File: src/rtl/disp_pkg.sv
// Shared constants for the multiplexed four-digit seven-segment driver:
// segment decode table, blank pattern and anode select patterns.
package disp_pkg;

    localparam int unsigned NUM_DIGITS = 4;

    typedef logic [1:0] digit_sel_t;

    // Active-low gfedcba patterns, indexed by hex value
    localparam logic [6:0] SEG_TABLE [16] = '{
        7'b1000000, 7'b1111001, 7'b0100100, 7'b0110000,
        7'b0011001, 7'b0010010, 7'b0000010, 7'b1111000,
        7'b0000000, 7'b0010000, 7'b0001000, 7'b0000011,
        7'b1000110, 7'b0100001, 7'b0000110, 7'b0001110
    };

    localparam logic [6:0] SEG_BLANK = 7'b1111111;

    // Active-low one-hot anode select, indexed by digit number
    localparam logic [3:0] ANODE_TABLE [NUM_DIGITS] = '{
        4'b1110, 4'b1101, 4'b1011, 4'b0111
    };

endpackage

File: src/rtl/hex_to_sseg.sv
// Hex digit to active-low seven-segment (gfedcba) decoder.
module hex_to_sseg
    import disp_pkg::*;
(
    input  logic [3:0] hex_i,
    output logic [6:0] seg_o
);

    assign seg_o = SEG_TABLE[hex_i];

endmodule

File: src/rtl/disp_hex_mux.sv
// Time-multiplexed four-digit hex display driver with decimal points.
// Optional leading-zero blanking is enabled by defining DISP_HEX_MUX_LZB_EN.
module disp_hex_mux
    import disp_pkg::*;
#(
    parameter int N = 18
) (
    input  logic       clk,
    input  logic       reset,
    input  logic [3:0] hex3,
    input  logic [3:0] hex2,
    input  logic [3:0] hex1,
    input  logic [3:0] hex0,
    input  logic [3:0] dp_in,
    output logic [3:0] an,
    output logic [7:0] sseg
);

    logic [N-1:0] q_q;
    logic [N-1:0] q_d;
    digit_sel_t   sel;
    logic [3:0]   hex_sel;
    logic         dp_sel;
    logic [6:0]   seg_dec;
    logic         blank;

    always_comb begin
        q_d = q_q + {{(N-1){1'b0}}, 1'b1};
    end

    always_ff @(posedge clk) begin
        if (reset) begin
            q_q <= '0;
        end else begin
            q_q <= q_d;
        end
    end

    // Top two bits of the refresh counter pick the digit, so each digit
    // stays lit for 2^(N-2) cycles.
    assign sel = q_q[N-1:N-2];

    always_comb begin
        hex_sel = hex0;
        unique case (sel)
            2'd0: hex_sel = hex0;
            2'd1: hex_sel = hex1;
            2'd2: hex_sel = hex2;
            2'd3: hex_sel = hex3;
        endcase
    end

    assign dp_sel = dp_in[sel];
    assign an     = ANODE_TABLE[sel];

    hex_to_sseg u_hex_to_sseg (
        .hex_i (hex_sel),
        .seg_o (seg_dec)
    );

`ifdef DISP_HEX_MUX_LZB_EN
    // A digit is blanked only when it and every digit to its left are zero.
    always_comb begin
        blank = 1'b0;
        unique case (sel)
            2'd0: blank = 1'b0;
            2'd1: blank = (hex3 == 4'h0) && (hex2 == 4'h0) && (hex1 == 4'h0);
            2'd2: blank = (hex3 == 4'h0) && (hex2 == 4'h0);
            2'd3: blank = (hex3 == 4'h0);
        endcase
    end
`else
    assign blank = 1'b0;
`endif

    assign sseg = {~dp_sel, (blank ? SEG_BLANK : seg_dec)};

endmodule

File: config.mk
export PLATFORM = sky130hd
export DESIGN_NAME = disp_hex_mux
export DESIGN_NICKNAME = d
export VERILOG_FILES = /design/src/rtl/disp_pkg.sv /design/src/rtl/hex_to_sseg.sv /design/src/rtl/disp_hex_mux.sv
export SDC_FILE = /design/constraint.sdc
export NUM_CORES = 1
export LEC_CHECK = 0
export ABC_AREA = 1
export BUFFER_PORTS_ARGS = -buffer_cell sky130_fd_sc_hd__buf_2
export CORE_AREA = 4 4 51 71
export DETAILED_ROUTE_END_ITERATION = 12
export DIE_AREA = 0 0 55 75
export PLACE_DENSITY_LB_ADDON = 0.3
export SYNTH_ARGS = -nofsm -noshare
export SYNTH_HDL_FRONTEND = slang
export SYNTH_SLANG_ARGS = --single-unit
File: constraint.sdc
create_clock -name clk -period 2.64 [get_ports clk]
set_clock_uncertainty 0.1 [all_clocks]
set_input_delay 0.528 -clock clk [delete_from_list [all_inputs] [get_ports clk]]
set_output_delay 0.528 -clock clk [all_outputs]
set_load 0.05 [all_outputs]
==> impl_metrics.toml <==
[setup_path]
cp.buffers_inverters = 3
path_cells = "buf_4 -> nand3_1 -> nand3_1 -> nor2_1 -> buf_4 -> ha_1 -> nand3_1 -> nand2_1 -> buf_2"
critPathKind = "reg -> out"
worstPathRequired_ns = 2.01
critPathLaunchType = "flop"
crit_slowest_cell = "dfxtp_4"
crit_path_frequent_cell = "nand3_1"
end_kind = "output port"
crit_arrival_ns = 1.88
critical-path-top-delay-family = "buffers and inverters"
crit_fanout = 7
cpPeakStageDelay_ns = 0.39

[yosys]
netlist_area_mm2 = 0.00133
yosys_register_bits = 18
synthesis.nets = 240
ys_types = 28
synthCells = 211
postSynthAreaPerCell_um2 = 6.29
synth-seq-area-share_pct = 27.1
synthesis.yosys.warnings = 0

[layout]
final_cell_mix = "58 x nand2_1, 29 x nand3_1, 27 x buf_2, 24 x nor2_1, 19 x inv_1"
final_common_cell = "nand2_1"
syn2layout_area_growth_pct = 26.1
nets = 280
antenna_cells = 0
largest_reg_flops = 18
drive_above_1_share_pct = 27.2
largest_register = "q_q"
final_core_util_pct = 55.2
stdcell_count = 289
stdcell_area_mm2 = 0.00167
top_regs = "q_q (18)"

[sta]
worst_pin_slew_ns = 0.371
period_needed_ns = 2.51
setup_viol = 0
max_freq_mhz = 398
timing.slew.headroom_pct = 75.1
rsz0062_at_grt = "false"
finalHoldViolCount = 0
drv_slew = 0
finalSetupTns_ns = 0
finalCritPeriodShare_pct = 95.1

[clock_network]
clk_latency_ns = 0.26
ctsHtreeMaxLevel = 1
root_buffer = "clkbuf_8"
clockBufferDepth = 2
cts_buffers = 3
cts.clk_slew.worst_paths_ns = 0.06
cts_tree = "yes"
cts.sinks = 18
cts_hold_buf = 0

[grt]
grt_pass1_vias = 1288
grt_max_degree = 15
grt_usage_pct = 16.6
antenna_found_initial = 0
grt_pass1_wl_mm = 5.06
grt-ovfl-total = 0

[pwr]
leakage_nw = 0.718
finalPower_mw = 0.631
powerDensity_mw_per_mm2 = 377
ir_drop_v = 0.000271

[min_path]
worstHoldPathType = "reg -> reg"

[drt]
detail_route.wl_per_cell_um = 10.6
first_iter_violations = 17
drc = 0
drtPass1Iterations = 4
vias_per_cell = 4.94
ant_nets = 0
wl_mm = 3.08
vias = 1428

[floorplanning]
initial_utilization_pct = 43.8
coreArea_mm2 = 0.00303
die_h_um = 75
ioPinCount = 34
die_x_um = 55
num_rows = 24
die_area_mm2 = 0.00413

[placement]
dp_hpwl_mm = 2.41
placed_area_mm2 = 0.00155
port_buffers = 33
dp.cells = 284
gp_congestion = 0.785

[job]
drv_cap = 0

[run_status]
status = "finished clean"
-- cells in the mapped netlist, drive strengths merged --
master  count  area share [%]
o22a        1            0.66
nand4       4             2.4
clkbuf      1            0.28
buf         2             1.4
o221ai      1            0.66
or2         2            0.94
and3        1            0.47
nand2      60              18
nor3        6             2.6
o21a        2             1.1
ha          7             6.6
o21ai       6             2.3
xor2        1            0.66
dfxtp      18              27
inv        25             7.1
nand3      33              14
a21oi      11             4.4
nor2       30             9.8
-- worst min-delay path, stage by stage, from the launching register on --
cell and delay (ns):
dfxtp_1 0.32, a21oi_1 0.04, nor2_1 0.07
-- final cells by class --
class / count / area (µm²)
clock buffer: 4 / 55.1
fill: 329 / 1360
inverter: 25 / 93.8
multi-input combinational: 165 / 883
sequential: 18 / 368
tap: 39 / 48.8
timing repair buffer: 38 / 225
-- report_power, final --
part | leakage [nW] | internal, mW | total, mW | switching (mW)
Sequential | 0.147 | 0.273 | 0.276 | 0.00312
Clock | 0.0288 | 0.133 | 0.223 | 0.0906
Combinational | 0.542 | 0.0459 | 0.131 | 0.0855
Total | 0.718 | 0.452 | 0.631 | 0.179
-- path summary, 6_finish.rpt --
kind	start	end	slack [ns]	depth (start not counted)
worst min register to register	q_q[8]	q_q[8]	0.37	2
worst max register to register	q_q[0]	q_q[16]	0.97	8
worst min-delay path	q_q[8]	q_q[8]	0.37	2
worst max-delay path	q_q[16]	sseg[1]	0.13	9
-- repair_timing --
item / in CTS / in global routing
resized for setup: 6 / 17
setup endpoints to repair: 7 / 7
setup buffers: 0 / 1
-- metal layers --
layer  share of wire (%)  GRT usage, %  wire length (µm)  up-vias
li1                    -             -                 -      761
met1                  41          16.6              1270      624
met2                  50          30.9              1550       36
met3                 5.2          1.98               161        7
met4                 3.0          10.5                93        0
met5                   0             0                 0        -
-- through the flow --
| step | hold WS, ns | setup slack (ns) |
|---|---|---|
| final | 0.365 | 0.129 |
| after global routing | 0.424 | 0.00989 |
| after CTS | 0.376 | 0.0419 |
| after detailed placement | 0.360 | 0.165 |
| after global placement | 0.349 | 0.180 |
| after floorplan | 0.337 | 0.0872 |
-- logic make-up (layout without fill, tap and decap cells) --
| family | after synthesis | after routing | synth area share, % |
|---|---|---|---|
| buffers and inverters | 28 | 67 | 8.77 |
| adder cells (fa/ha/maj) | 7 | 7 | 6.60 |
| AND/OR/NAND/NOR | 136 | 136 | 47.7 |
| flip-flops | 18 | 18 | 27.1 |
| XOR/XNOR | 1 | 1 | 0.660 |
| AO/OA/AOI/OAI | 21 | 21 | 9.14 |
No activity file was read; power rests on OpenSTA's default activity.
